**src/rtl/l1a_evt_queue.sv**
```systemverilog
// ---------------------------------------------------------------------------
// l1a_evt_queue
//   Event-tag queue behind the L1A/LCT match stage. Each L1A is tagged with
//   {L1A number, BX number} and held in a tag queue until the match stage
//   resolves it. The resolved tag and its match flag then move to an event
//   queue, which readout drains through a first-word-fall-through handshake.
//
// Parameters
//   DEPTH  entries in each of the tag queue and the event queue
//          (power of 2, 4..64)
//   TMR    selects triplicated counter primitives; no functional effect
//
// Ports
//   CLK          in   system clock (40 MHz LHC clock)
//   RST_N        in   asynchronous active-low reset
//   L1A          in   one-cycle L1A strobe
//   BC0          in   bunch-crossing-zero strobe
//   MATCHR       in   resolution: L1A matched an LCT
//   NO_MATCH     in   resolution: L1A had no LCT
//   EVT_RD       in   readout pop request
//   EVT_VALID    out  event queue non-empty, head data valid
//   EVT_L1A_NUM  out  head L1A number
//   EVT_BX       out  head BX number
//   EVT_MATCH    out  head resolution (1 = matched)
//   EVT_CNT      out  event queue occupancy (0..DEPTH)
//   OVFL         out  sticky: a tag or an event was dropped
//   TAG_ERR      out  sticky: resolution protocol error
// ---------------------------------------------------------------------------
module l1a_evt_queue #(
  parameter int DEPTH = 8,
  parameter int TMR   = 0
) (
  input  logic                     CLK,
  input  logic                     RST_N,
  input  logic                     L1A,
  input  logic                     BC0,
  input  logic                     MATCHR,
  input  logic                     NO_MATCH,
  input  logic                     EVT_RD,
  output logic                     EVT_VALID,
  output logic [11:0]              EVT_L1A_NUM,
  output logic [11:0]              EVT_BX,
  output logic                     EVT_MATCH,
  output logic [$clog2(DEPTH):0]   EVT_CNT,
  output logic                     OVFL,
  output logic                     TAG_ERR
);

  localparam int            AW     = $clog2(DEPTH);
  localparam logic [AW:0]   L_FULL = (AW + 1)'(DEPTH);
  localparam logic [11:0]   BX_MAX = 12'd3563;

  typedef struct packed {
    logic [11:0] l1a;
    logic [11:0] bx;
  } tag_t;

  typedef struct packed {
    tag_t tag;
    logic match;
  } evt_t;

  // Counters are plain registers here; triplicated builds swap in the voted
  // counter primitive, so the parameter only selects implementation.
  if (TMR != 0) begin : g_tmr_passthru
  end

  // -------------------------------------------------------------------------
  // State
  // -------------------------------------------------------------------------
  logic [11:0] r_bx;
  logic [11:0] r_l1a_cnt;

  tag_t        r_tag_mem [DEPTH];
  logic [AW-1:0] r_tag_wp, r_tag_rp;
  logic [AW:0]   r_tag_cnt;

  evt_t        r_evt_mem [DEPTH];
  logic [AW-1:0] r_evt_wp, r_evt_rp;
  logic [AW:0]   r_evt_cnt;

  logic        r_ovfl;
  logic        r_tag_err;

  // -------------------------------------------------------------------------
  // Queue control
  // -------------------------------------------------------------------------
  logic        w_resolve;
  logic        w_tag_empty, w_tag_full, w_tag_push, w_tag_pop, w_tag_drop;
  logic        w_evt_empty, w_evt_full, w_evt_push, w_evt_pop, w_evt_drop;
  logic        w_proto_err;
  logic [11:0] w_l1a_next;
  tag_t        w_new_tag;
  evt_t        w_new_evt;
  evt_t        w_head;

  assign w_resolve   = MATCHR | NO_MATCH;
  assign w_l1a_next  = r_l1a_cnt + 12'd1;

  assign w_tag_empty = (r_tag_cnt == '0);
  assign w_tag_full  = (r_tag_cnt == L_FULL);
  // No bypass: an L1A in the same cycle never satisfies a resolve on an
  // empty tag queue, but a resolve does free a slot for a same-cycle L1A.
  assign w_tag_pop   = w_resolve & ~w_tag_empty;
  assign w_tag_push  = L1A & (~w_tag_full | w_tag_pop);
  assign w_tag_drop  = L1A & ~w_tag_push;

  assign w_evt_empty = (r_evt_cnt == '0);
  assign w_evt_full  = (r_evt_cnt == L_FULL);
  assign w_evt_pop   = EVT_RD & ~w_evt_empty;
  assign w_evt_push  = w_resolve & (~w_evt_full | w_evt_pop);
  assign w_evt_drop  = w_resolve & ~w_evt_push;

  assign w_proto_err = w_resolve & (w_tag_empty | (MATCHR & NO_MATCH));

  assign w_new_tag   = '{l1a: w_l1a_next, bx: r_bx};
  // A resolve with nothing queued still produces an event, with zero tag.
  assign w_new_evt   = '{tag: (w_tag_empty ? '0 : r_tag_mem[r_tag_rp]),
                         match: MATCHR};

  // -------------------------------------------------------------------------
  // Counters, pointers, flags
  // -------------------------------------------------------------------------
  // NOTE: sequential state uses non-blocking assignments so every register
  // samples the pre-edge values of the others, independent of block order.
  always_ff @(posedge CLK or negedge RST_N) begin
    if (!RST_N) begin
      r_bx      <= '0;
      r_l1a_cnt <= '0;
      r_tag_wp  <= '0;
      r_tag_rp  <= '0;
      r_tag_cnt <= '0;
      r_evt_wp  <= '0;
      r_evt_rp  <= '0;
      r_evt_cnt <= '0;
      r_ovfl    <= 1'b0;
      r_tag_err <= 1'b0;
    end else begin
      if (BC0 || r_bx == BX_MAX) r_bx <= '0;
      else                       r_bx <= r_bx + 12'd1;

      // L1A number advances even when the tag is dropped.
      if (L1A) r_l1a_cnt <= w_l1a_next;

      if (w_tag_push) r_tag_wp <= r_tag_wp + 1'b1;
      if (w_tag_pop)  r_tag_rp <= r_tag_rp + 1'b1;
      case ({w_tag_push, w_tag_pop})
        2'b10:   r_tag_cnt <= r_tag_cnt + 1'b1;
        2'b01:   r_tag_cnt <= r_tag_cnt - 1'b1;
        default: r_tag_cnt <= r_tag_cnt;
      endcase

      if (w_evt_push) r_evt_wp <= r_evt_wp + 1'b1;
      if (w_evt_pop)  r_evt_rp <= r_evt_rp + 1'b1;
      case ({w_evt_push, w_evt_pop})
        2'b10:   r_evt_cnt <= r_evt_cnt + 1'b1;
        2'b01:   r_evt_cnt <= r_evt_cnt - 1'b1;
        default: r_evt_cnt <= r_evt_cnt;
      endcase

      if (w_tag_drop || w_evt_drop) r_ovfl    <= 1'b1;
      if (w_proto_err)              r_tag_err <= 1'b1;
    end
  end

  // -------------------------------------------------------------------------
  // Storage
  // -------------------------------------------------------------------------
  // NOTE: the queue storage has no reset; occupancy counters define which
  // entries are meaningful and the head outputs are gated by EVT_VALID.
  always_ff @(posedge CLK) begin
    if (w_tag_push) r_tag_mem[r_tag_wp] <= w_new_tag;
    if (w_evt_push) r_evt_mem[r_evt_wp] <= w_new_evt;
  end

  // -------------------------------------------------------------------------
  // Outputs: all derived from registers only
  // -------------------------------------------------------------------------
  assign w_head      = w_evt_empty ? '0 : r_evt_mem[r_evt_rp];

  assign EVT_VALID   = ~w_evt_empty;
  assign EVT_L1A_NUM = w_head.tag.l1a;
  assign EVT_BX      = w_head.tag.bx;
  assign EVT_MATCH   = w_head.match;
  assign EVT_CNT     = r_evt_cnt;
  assign OVFL        = r_ovfl;
  assign TAG_ERR     = r_tag_err;

endmodule

```
**config.mk**
```make
export PLATFORM = sky130hd
export DESIGN_NAME = l1a_evt_queue
export DESIGN_NICKNAME = d
export VERILOG_FILES = /design/src/rtl/l1a_evt_queue.sv
export SDC_FILE = /design/constraint.sdc
export NUM_CORES = 1
export LEC_CHECK = 0
export ABC_AREA = 1
export ABC_CLOCK_PERIOD_IN_PS = 6700
export CAP_MARGIN = 20
export CORE_MARGIN = 2
export CORE_UTILIZATION = 65
export CTS_BUF_LIST = sky130_fd_sc_hd__clkbuf_4 sky130_fd_sc_hd__clkbuf_8 sky130_fd_sc_hd__clkbuf_16
export DETAILED_ROUTE_END_ITERATION = 8
export PLACE_DENSITY = 0.83
export REMOVE_ABC_BUFFERS = 1
export SLEW_MARGIN = 20
export SYNTH_ARGS = -nofsm -noshare
export SYNTH_HDL_FRONTEND = slang
export SYNTH_SLANG_ARGS = --single-unit
```
**constraint.sdc**
```tcl
create_clock -name CLK -period 6.7 [get_ports CLK]
set_input_delay 2.01 -clock CLK [delete_from_list [all_inputs] [get_ports CLK]]
set_output_delay 2.01 -clock CLK [all_outputs]
set_load 0.02 [all_outputs]
```
======== Yosys cells after proc, flatten, opt, wreduce, memory -nomap -nowiden ========
Memory sizes are Yosys's and may differ from the RTL's.
Cells that the tools add are included.
word-level totals
  flip-flop bits (word level) ............. 46
  RAM bits ................................ 392
  input bits .............................. 7
  output and inout port bits .............. 32
  logic and storage cells ................. 62
  memories kept ........................... 2
memories
  memory     depth  width  rd ports  clocked after Yosys merged registers in  wr ports  line  RTL
  r_evt_mem  8      25     1         0                                        1         78    evt_t r_evt_mem [DEPTH];
  r_tag_mem  8      24     1         0                                        1         74    tag_t r_tag_mem [DEPTH];
cells by class
  add/sub/neg operators ................... 10
  equal/unequal tests ..................... 7
  multiplexer cells ....................... 9
  bitwise operators ....................... 18
  reductions and logical operators ........ 6
operator list
  operator               number
  $mux 25                1
  $add 12x1->12 const B  2
  $mux 24                1
  $pmux 4 s2             2
  $add 3x1->3 const B    4
  $eq 12x12->1 const B   1
  $mux 12                1
  $add 4x1->4 const B    2
  $and 1x1->1            8
  $eq 4x4->1 const B     2
  $logic_not 4->1        2
  $sub 4x1->4 const B    2
  $not 1->1              6
  $eq 2x1->1 const B     2
  $eq 2x2->1 const B     2
  $mux 1                 4
  $or 1x1->1             4
  $reduce_bool 2->1      2
  $logic_or 1x1->1       2

======== Longest topological paths before layout ========
  word-level depth ........................ 8
  mapped depth ............................ 13
  gate-level depth less buffers ........... 13

======== Worst setup path before layout ========
No wires, ideal clock.
  path kind ............................... input to register
  from .................................... in MATCHR
  to ...................................... mem r_tag_mem[0][0] (netlist bit), enable pin
  setup time .............................. 0.435 ns
  data arrival time ....................... 4.208 ns
  data required time ...................... 6.265 ns
  slack ................................... 2.057 ns
  stages on the path ...................... 7
  buffers on the path ..................... 1
  cell sequence ........................... inv_1 > nand2_2 > nor2_1 > nand2_1 > nand2_1 > buf_4 > nor3_1
on the way
  word-level cells in the longest chain between the ends .. 6
ends and longest elaborated chain
  item                          line  RTL
  start: declaration            37    input logic MATCHR,
  $or 1x1->1                    97    assign w_resolve = MATCHR | NO_MATCH;
  $and 1x1->1                   104   assign w_tag_pop = w_resolve & ~w_tag_empty;
  $or 1x1->1                    105   assign w_tag_push = L1A & (~w_tag_full | w_tag_pop);
  $and 1x1->1                   105
  $mux 1                        172   if (w_tag_push) r_tag_mem[r_tag_wp] <= w_new_tag;
  $mux 1 (not written as such)  172
  end: declaration              74
No other way between the ends.

======== Worst setup path after layout ========
  from .................................... reg r_evt_rp[1]
  to ...................................... out EVT_BX[4]
on the way
  word-level cells in the longest chain between the ends .. 2
ends and longest elaborated chain
  item                      line  RTL
  start: declaration        79    logic [AW-1:0] r_evt_wp, r_evt_rp;
  start signal: assignment  154   if (w_evt_pop) r_evt_rp <= r_evt_rp + 1'b1;
  $mem_v2 8x25              --
  $mux 25                   179   assign w_head = w_evt_empty ? '0 : r_evt_mem[r_evt_rp];
  end: declaration          42    output logic [11:0] EVT_BX,
No other way between the ends.

==> results.txt <==
----------------------------------------------------
[Worst setup path]
  Worst-path cell with the longest stage delay ... sky130_fd_sc_hd__dfrtp_2
  Largest delay share family, worst path ... flip-flops
  Type of the worst setup path ... reg -> out
  Series of cell instances along the critical path ... buf_4 -> o21ai_0 -> o21ai_1 -> o21ai_0 -> nor2_1 -> clkdlybuf4s50_1
  Critical path's most frequent cell ... sky130_fd_sc_hd__o21ai_0
  Worst Path Arrival ... 3270 ps
  Required time of the critical path ... 4690 ps
  Sort of element at the start of the critical path ... flip-flop
  Peak per-stage delay on the critical path ... 1080 ps
  Highest fanout seen on the critical path ... 63
  CP Buf/Inv Count ... 2
  Element type at the critical path end ... output pin

[Clocking]
  Clock tree from TritonCTS ... yes
  Clock-pin slew of the registers on the worst-case setup and hold paths ... 60 ps
  Count of clock tree sinks ... 438
  Root buffer cell ... sky130_fd_sc_hd__clkbuf_16
  CTS buffer count ... 43
  Clock insertion delay at the later pin of the skew report ... 550 ps
  Post-CTS Repair Setup Buffers ... 0
  Post-CTS resize count ... 0
  Cts hold-fix bufs ... 0
  Maximum buffer depth of the clock tree ... 3
  H-Tree Depth ... 2

[Floorplan]
  IO Pins ... 39
  Core Rows ... 60
  Std-Cell Core Area ... 27100 um^2
  Height of the die ... 170 um
  Floorplan die area ... 29000 um^2
  Initial core utilization ... 0.664
  Horizontal die dimension ... 170 um

[Drt]
  Vias ... 11900
  Detailed-route wire length per cell ... 19.7 um
  Detailed-route vias per instance ... 6.01
  Iteration count of the initial detailed-routing pass ... 6
  DRC Markers ... 0
  Detailed-route wire length ... 39100 um
  Antenna-violating nets left ... 0
  Number of design-rule violations left by the first detailed-router iteration ... 1481

[Timing]
  Final setup violation count ... 0
  Relative slew slack ... 0.269
  Min Tclk post-route ... 5280 ps
  Setup repair after global routing missed its margin ... false
  Least-Margin Pin Slew ... 1100 ps
  Worst hold slack ... 468 ps
  Number of max-slew violations in the final report ... 0
  Number of hold violations in the final report ... 0
  Setup total negative slack ... 0 ps
  Post-Route Skew ... 15.9 ps
  Ratio of final minimum period to clock period ... 0.788
  Highest clock frequency the design can meet ... 189 MHz

[Synth]
  Leading register cell type out of synthesis ... sky130_fd_sc_hd__edfxtp_1
  Top cell type by total area after synthesis ... sky130_fd_sc_hd__edfxtp_1
  Synthesis Warnings ... 0
  Most frequent cell after synthesis ... sky130_fd_sc_hd__nor2_1
  Summed instance area of the synthesized netlist ... 18000 um^2
  Number of flops mapped to enable cells by yosys ... 392
  Async set or reset register ratio after synthesis ... 0.105
  Distinct cells, synth ... 31
  Count of mapped cells out of synthesis ... 1541
  Sequential share of the synthesized area ... 0.718
  Yosys top cell area share ... 0.654
  Mapped Avg Cell Area ... 11.7 um^2
  Cell types with the largest area share after synthesis ... sky130_fd_sc_hd__edfxtp_1 65%, sky130_fd_sc_hd__nor2_1 8.9%, sky130_fd_sc_hd__o21ai_0 6.8%, sky130_fd_sc_hd__dfrtp_1 6.4%, sky130_fd_sc_hd__o21ai_1 3.1%
  Flip-flop and latch count after synthesis ... 438
  Synth cell count leaders ... 426 x sky130_fd_sc_hd__nor2_1, 392 x sky130_fd_sc_hd__edfxtp_1, 245 x sky130_fd_sc_hd__o21ai_0

[Cells and area]
  Count of filler cells inserted in the layout ... 1642
  # diodes ... 0
  Fraction of layout cells with a size suffix above 1 ... 0.0834
  Synth-to-layout area growth ... 11.4%
  Finished Core Util ... 0.740
  Number of nets in the layout ... 1591

[Worst hold path]
  Class of the tightest hold or removal check ... reg -> reg

[Global route]
  Global-route wire length before repair ... 61600 um
  Total global-route track usage ... 0.277
  Via count of the first global-routing pass ... 11700
  Antenna violations before repair ... 0
  Pin count of the biggest net entering global routing ... 102
  Total congestion overflow after global routing ... 0

[Run]
  Max-cap violation count ... 0

[Place]
  Last weighted congestion value of the routability-driven placer ... 0.821
  Port Buf Inserts ... 38
  DPL Wire Length ... 21000 um

[Power and ir drop]
  Maximum resistive drop on vdd ... 0.267 mV
  Pwr Density ... 519 nW/um^2
  Leakage power of the design ... 7.07 nW

[Outcome]
  Status ... complete, no violations

----------------------------------------------------
## final cells by class
class | count | area [um^2] | share of cell area
clock inverters | 17 | 92.6 | 0.00462
flip-flops and latches | 438 | 12900 | 0.644
clock buffers | 62 | 1290 | 0.0641
multi-input cells | 976 | 4500 | 0.224
well taps | 372 | 465 | 0.0232
repair buffers | 69 | 621 | 0.0309
inverters | 44 | 168 | 0.00836
## cell usage in the layout (no fill, tap or decap), drive strengths merged
cell type      count
inv               45
and2               2
clkinvlp           1
nand4              1
ha                10
nand3             25
clkinv            15
nor3b              2
nor3              16
xnor2              6
buf               32
xor2              15
clkdlybuf4s50     37
or2                1
a31oi              1
a21oi              8
nor2             426
dfrtp             46
fa                 2
and3               1
edfxtp           392
clkbuf            62
o21ai            357
nand2            103
## worst reg2reg max path: cells and delay by family, from the launching register on
kind	cells	cell delay [ps]
DFF	1	580
buffers and inverters	1	690
AOI/OAI and AO/OA	3	270
and+or+nand+nor	3	920
## metrics by stage
| step | power, mW | setup slack, ps | cells | area [um^2] |
|---|---|---|---|---|
| finish | 10.4 | 1420 | 1978 | 20100 |
| global placement | 7.88 | 2000 | 1899 | 18700 |
| CTS | 10.4 | 1450 | 1978 | 20100 |
| detailed placement | 8.06 | 1950 | 1899 | 18700 |
| floorplan | 6.62 | 917 | 1458 | 17500 |
| global route | 11.0 | 1190 | 1978 | 20100 |
## per-layer routing
layer,routed length [um],track usage,part of all wire,vias up
met5,0,0,0,-
met4,1080,0.114,0.028,0
met3,3350,0.0419,0.086,103
met2,19400,0.465,0.50,608
met1,15200,0.367,0.39,5732
li1,-,-,-,5442
## sequential cells by signal (all words and copies together), names as in the netlist
name       flops
r_evt_mem    200
r_tag_mem    192
r_bx          12
r_l1a_cnt     12
EVT_CNT        4
r_tag_cnt      4
r_evt_rp       3
r_evt_wp       3
r_tag_rp       3
r_tag_wp       3
OVFL           1
TAG_ERR        1
## logic make-up after synthesis
family,share of synthesized area
AND/OR/NAND/NOR,0.125
flip-flops,0.718
AO/OA/AOI/OAI,0.102
buffers and inverters,0.0356
XOR/XNOR,0.0102
adder cells (fa/ha/maj),0.00917
## report_power, final
group          switching (mW)  internal (mW)
combinational            2.64           1.10
clock                   0.974           1.34
sequential              0.270           4.10
## final timing paths
| kind | start | end | slack (ps) | depth (start not counted) |
|---|---|---|---|---|
| setup / recovery | r_evt_rp[1] | EVT_BX[4] | 1420 | 6 |
| hold / removal | r_tag_cnt[3] | r_tag_cnt[3] | 470 | 2 |
| setup reg to reg | r_tag_rp[0] | r_evt_mem[1][21] | 3910 | 7 |
| hold reg to reg | r_tag_cnt[3] | r_tag_cnt[3] | 470 | 2 |
| max in group asynchronous | RST_N | r_evt_rp[0] | 4690 | 2 |
| min in group asynchronous | RST_N | EVT_CNT[1] | 1570 | 2 |
Note: power is estimated with default switching activity, not from simulation.
==> patch 1 (same flow settings) <==
Add an input register stage for `MATCHR`; this delays it by one clock. The other inputs are not delayed to match.
--- a/src/rtl/l1a_evt_queue.sv
+++ b/src/rtl/l1a_evt_queue.sv
@@ -62,2 +62,8 @@
 
+  logic MATCHR_q;
+
+  always_ff @(posedge CLK) begin
+    MATCHR_q <= MATCHR;
+  end
+
   // Counters are plain registers here; triplicated builds swap in the voted
@@ -96,3 +102,3 @@
 
-  assign w_resolve   = MATCHR | NO_MATCH;
+  assign w_resolve   = MATCHR_q | NO_MATCH;
   assign w_l1a_next  = r_l1a_cnt + 12'd1;
@@ -113,3 +119,3 @@
 
-  assign w_proto_err = w_resolve & (w_tag_empty | (MATCHR & NO_MATCH));
+  assign w_proto_err = w_resolve & (w_tag_empty | (MATCHR_q & NO_MATCH));
 
@@ -118,3 +124,3 @@
   assign w_new_evt   = '{tag: (w_tag_empty ? '0 : r_tag_mem[r_tag_rp]),
-                         match: MATCHR};
+                         match: MATCHR_q};
 
Function: changed (Yosys sat finds a counterexample within 4 cycles, from zero or initial values and one cycle with RST_N low).
==> patch 1 against the original RTL <==
- first-iteration DRC count is 1.8% lower
- synthesized cell count rose by 0.13%
- worst setup slack lost 120 ps
- cell area down 0.32%
- routed wire length down 4.9%
- sequential cell count rose by 1
- power fell by 0.78%
- area after synthesis increased by 0.15%
- via count shrank 2.0%
==> patch 1: results (changes against the original RTL) <==
metric	value	unit	change
yosysWarnings	0		unchanged
drt-met1-wl	14.7	mm	-3.4%
maxSlewHeadroom	0.272		+0.00295
post_dp_cell_area	18700	µm²	-0.13%
dr_wl_met3	3.26	mm	-2.7%
cts.repair.resized	0		unchanged
antenna_found_initial	1		+1
synthTopCellsByArea	edfxtp_1 65%, nor2_1 8.9%, o21ai_0 6.8%		
cts_setup_buffers	0		unchanged
status	finished clean		
holdBufCountCts	0		unchanged
rrSetupSlack	3940	ps	+30 ps
wl	37.2	mm	-4.9%
clkLatencyLatePin	540	ps	
dp_slack	1920	ps	-25.2 ps
leakagePower	7.04	nW	-0.49%
final_nets	1587		-0.25%
nFillCells	1654		+0.73%
drtIter0Drc	1454		-1.8%
synth_ff_type	edfxtp_1		
cts_made_buffers	42		-2.3%
wl_per_cell	18.9	µm	-4.4%
gp_congestion	0.801		-2.5%
crit-reg2reg-launch	r_tag_cnt[0]$_DFFE_PN0P_		
synth_seq_area_share	0.718		about the same
worst_ep_arrival_time	3390	ps	+120 ps
grt_max_degree	102		unchanged
ys_top_cells_by_count	426 x nor2_1, 392 x edfxtp_1, 244 x o21ai_0, 112 x o21ai_1, 100 x nand2_1		
detailed_place_hpwl	19.7	mm	-6.3%
drive_gt1_frac	0.0770		-0.00642
hold_path.class	reg2reg		
min_path_cells	2		unchanged
cts_buffer_depth	3		unchanged
synth_cell_type_count	33		+6.5%
r2r_cells	12		+5
synth-async-reset-ratio	0.105		-0.000239
synth_edf_count	392		unchanged
hold-worst-slack	484	ps	+15.9 ps
drc	0		unchanged
grt_pass1_wl	58.4	mm	-5.1%
first_global_vias	11000		-5.9%
met2RoutedLength	18.4	mm	-5.4%
clk_transition_reported_paths	60	ps	about the same
hp-start	r_tag_cnt[3]$_DFFE_PN0P_		
timing.rr.end	r_tag_cnt[3]$_DFFE_PN0P_		
vias	11700		-2.0%
dpl.cell_count	1896		-0.16%
grt_usage	0.263		-0.0137
p_per_area	517	nW/µm²	-0.46%
finClkSkew	18.5	ps	+2.52 ps
syn_avg_cell_area	11.7	µm²	about the same
min_to	r_tag_cnt[3]$_DFFE_PN0P_		
vdd_drop_max	0.000309	V	+16%
worstPathMaxFanout	58		-7.9%
first_pass_iters	5		-1
worst_slack	1300	ps	-116 ps
patch 1: cells by family after synthesis:
| logic type | count (synthesis) | synth area share |
|---|---|---|
| flops | 439 | 0.718 |
| compound gates | 367 | 0.102 |
| xor+xnor | 20 | 0.00971 |
| fa+ha+maj | 12 | 0.00916 |
| simple gates | 579 | 0.126 |
| buf+inv | 126 | 0.0354 |
patch 1: how the worst max path moves through the flow:
| stage | from | endpoint | cells past startpoint |
|---|---|---|---|
| after floorplan | r_evt_rp[0]$_DFFE_PN0P_ | EVT_L1A_NUM[10] | 5 |
| after global placement | r_evt_rp[1]$_DFFE_PN0P_ | EVT_L1A_NUM[10] | 6 |
| after detailed placement | L1A | r_tag_cnt[3]$_DFFE_PN0P_ | 12 |
| after CTS | r_evt_rp[1]$_DFFE_PN0P_ | EVT_BX[2] | 6 |
| after global routing | r_evt_rp[1]$_DFFE_PN0P_ | EVT_BX[2] | 6 |
| final | r_evt_rp[1]$_DFFE_PN0P_ | EVT_BX[2] | 6 |
patch 1: layer usage:
layer | global-route usage | vias to the layer above
li1 | - | 5435
met1 | 0.372 | 5635
met2 | 0.426 | 508
met3 | 0.0363 | 72
met4 | 0.0951 | 0
met5 | 0 | -
patch 1: power breakdown:
part / total (mW) / switching (mW) / internal (mW)
clock: 2.28 / 0.926 / 1.36
combinational: 3.70 / 2.61 / 1.09
sequential: 4.35 / 0.245 / 4.11
total: 10.3 / 3.78 / 6.56
patch 1: critical path: stages (launching register included):
cell,delay (ps)
dfrtp_2,840
buf_4,600
o21ai_0,230
o21ai_1,210
o21ai_0,120
nor2_1,200
clkdlybuf4s50_1,630
patch 1: layout make-up:
cell class | instances | share of cell area
clock inverter | 15 | 0.00720
inverter | 43 | 0.00820
sequential | 439 | 0.647
clock buffer | 58 | 0.0598
tap | 372 | 0.0233
timing repair buffer | 64 | 0.0285
multi-input combinational | 978 | 0.226
==> patch 2 (same settings) <==
Without the edit above. Set the parameter `DEPTH` to 16 (it was 8).
--- a/src/rtl/l1a_evt_queue.sv
+++ b/src/rtl/l1a_evt_queue.sv
@@ -29,3 +29,3 @@
 module l1a_evt_queue #(
-  parameter int DEPTH = 8,
+  parameter int DEPTH = 16,
   parameter int TMR   = 0
Ports: changed (resized EVT_CNT); port bits go from 39 to 40. No check against the original RTL was run, so the function may have changed too.
==> patch 2 against the original RTL <==
- power increased by 85%
- cell count rose by 87%
- sequential power is 81% higher
- area after synthesis increased by 91%
- cell area rose by 89%
- sequential cell count up 398
- worst setup slack got worse by 390 ps
- register-to-register slack worse by 1200 ps
- critical path type unchanged
- routed wire length is 110% higher
==> patch 2: results (changes against the original RTL) <==
metric	value	unit	change
h-tree-depth	3		+1
nFillCells	3211		+96%
comb-power	7.02	mW	+88%
seq-cell-share	0.655		+0.0109
grt_pass1_wl	125	mm	+100%
cp_slowest_stage_delay	690	ps	-390 ps
final_nets	2980		+87%
numPortBuffers	39		+2.6%
synth_edf_count	784		+100%
dpl.cell_count	3557		+87%
ys_top_cells_by_count	1,061 x nand2_1, 784 x edfxtp_1, 611 x nand3_1, 68 x nor2_1, 63 x a21oi_1		
first_pass_iters	5		-1
utilization	0.723		-0.0170
leakagePower	14.0	nW	+98%
seq_cell_count	836		+91%
multi_input_area_share	0.229		+0.00471
first_global_vias	22800		+95%
post_dp_cell_area	35300	µm²	+89%
synthTopCellsByArea	edfxtp_1 68%, nand2_1 12%, nand3_1 8.9%		
worst_ep_arrival_time	3660	ps	+390 ps
synth_cell_type_count	30		-3.2%
clock_area_frac	0.0656		-0.00312
min_period	5670	ps	+389 ps
worstPathMaxFanout	58		-7.9%
combPwrFrac	0.365		+0.006
status	finished clean		
grt_max_degree	203		+99%
gp_congestion	0.822		+0.11%
reg_top3	r_evt_mem x400, r_tag_mem x384		
cts_made_buffers	80		+86%
grt_usage	0.302		+0.0255
critPathCapture	EVT_BX[5]		
clkLatencyLatePin	620	ps	+70 ps
vdd_drop_max	0.000375	V	+40%
crit-reg2reg-launch	r_tag_rp[1]$_DFFE_PN0N_		
hp-start	TAG_ERR$_DFFE_PN0P_		
synth_seq_area_share	0.723		+0.00492
detailed_place_hpwl	43.3	mm	+110%
synth_fa_ha_area_frac	0.00771		-0.00146
crit_slowest_cell	clkdlybuf4s50_1		
worst-slew-pin-transition	1180	ps	+87.4 ps
buf_share	0.0219		-0.00900
synthXorXnorAreaFrac	0.00866		-0.00155
vias_per_cell	6.27		+4.4%
final_cells	3701		+87%
[patch 2: cell types whose count changed after synthesis, moves of 7 or more]
cell,change
buf_1,+17
edfxtp_1,+392
o21ai_0,-231
nand3_1,+589
a21oi_1,+55
nor3_1,-7
nor2_1,-358
o21ai_1,-112
nand2_1,+961
buf_4,+28
buf_2,+31
ha_1,+8
xor2_1,+15
clkbuf_1,+18
[patch 2: worst min path at each step]
stage	endpoint	slack (ps)	cells past startpoint
2_1_floorplan	r_l1a_cnt[1]$_DFFE_PN0P_	470	2
3_3_place_gp	OVFL$_DFFE_PN0P_	470	2
3_5_place_dp	TAG_ERR$_DFFE_PN0P_	470	2
4_1_cts	TAG_ERR$_DFFE_PN0P_	480	2
5_1_grt	TAG_ERR$_DFFE_PN0P_	530	2
6_report	TAG_ERR$_DFFE_PN0P_	480	2
[patch 2: routing by layer]
metal,track usage,vias up,share of wire
li1,-,10300,-
met1,0.401,11100,0.36
met2,0.505,1586,0.49
met3,0.0472,242,0.11
met4,0.123,0,0.034
met5,0,-,0
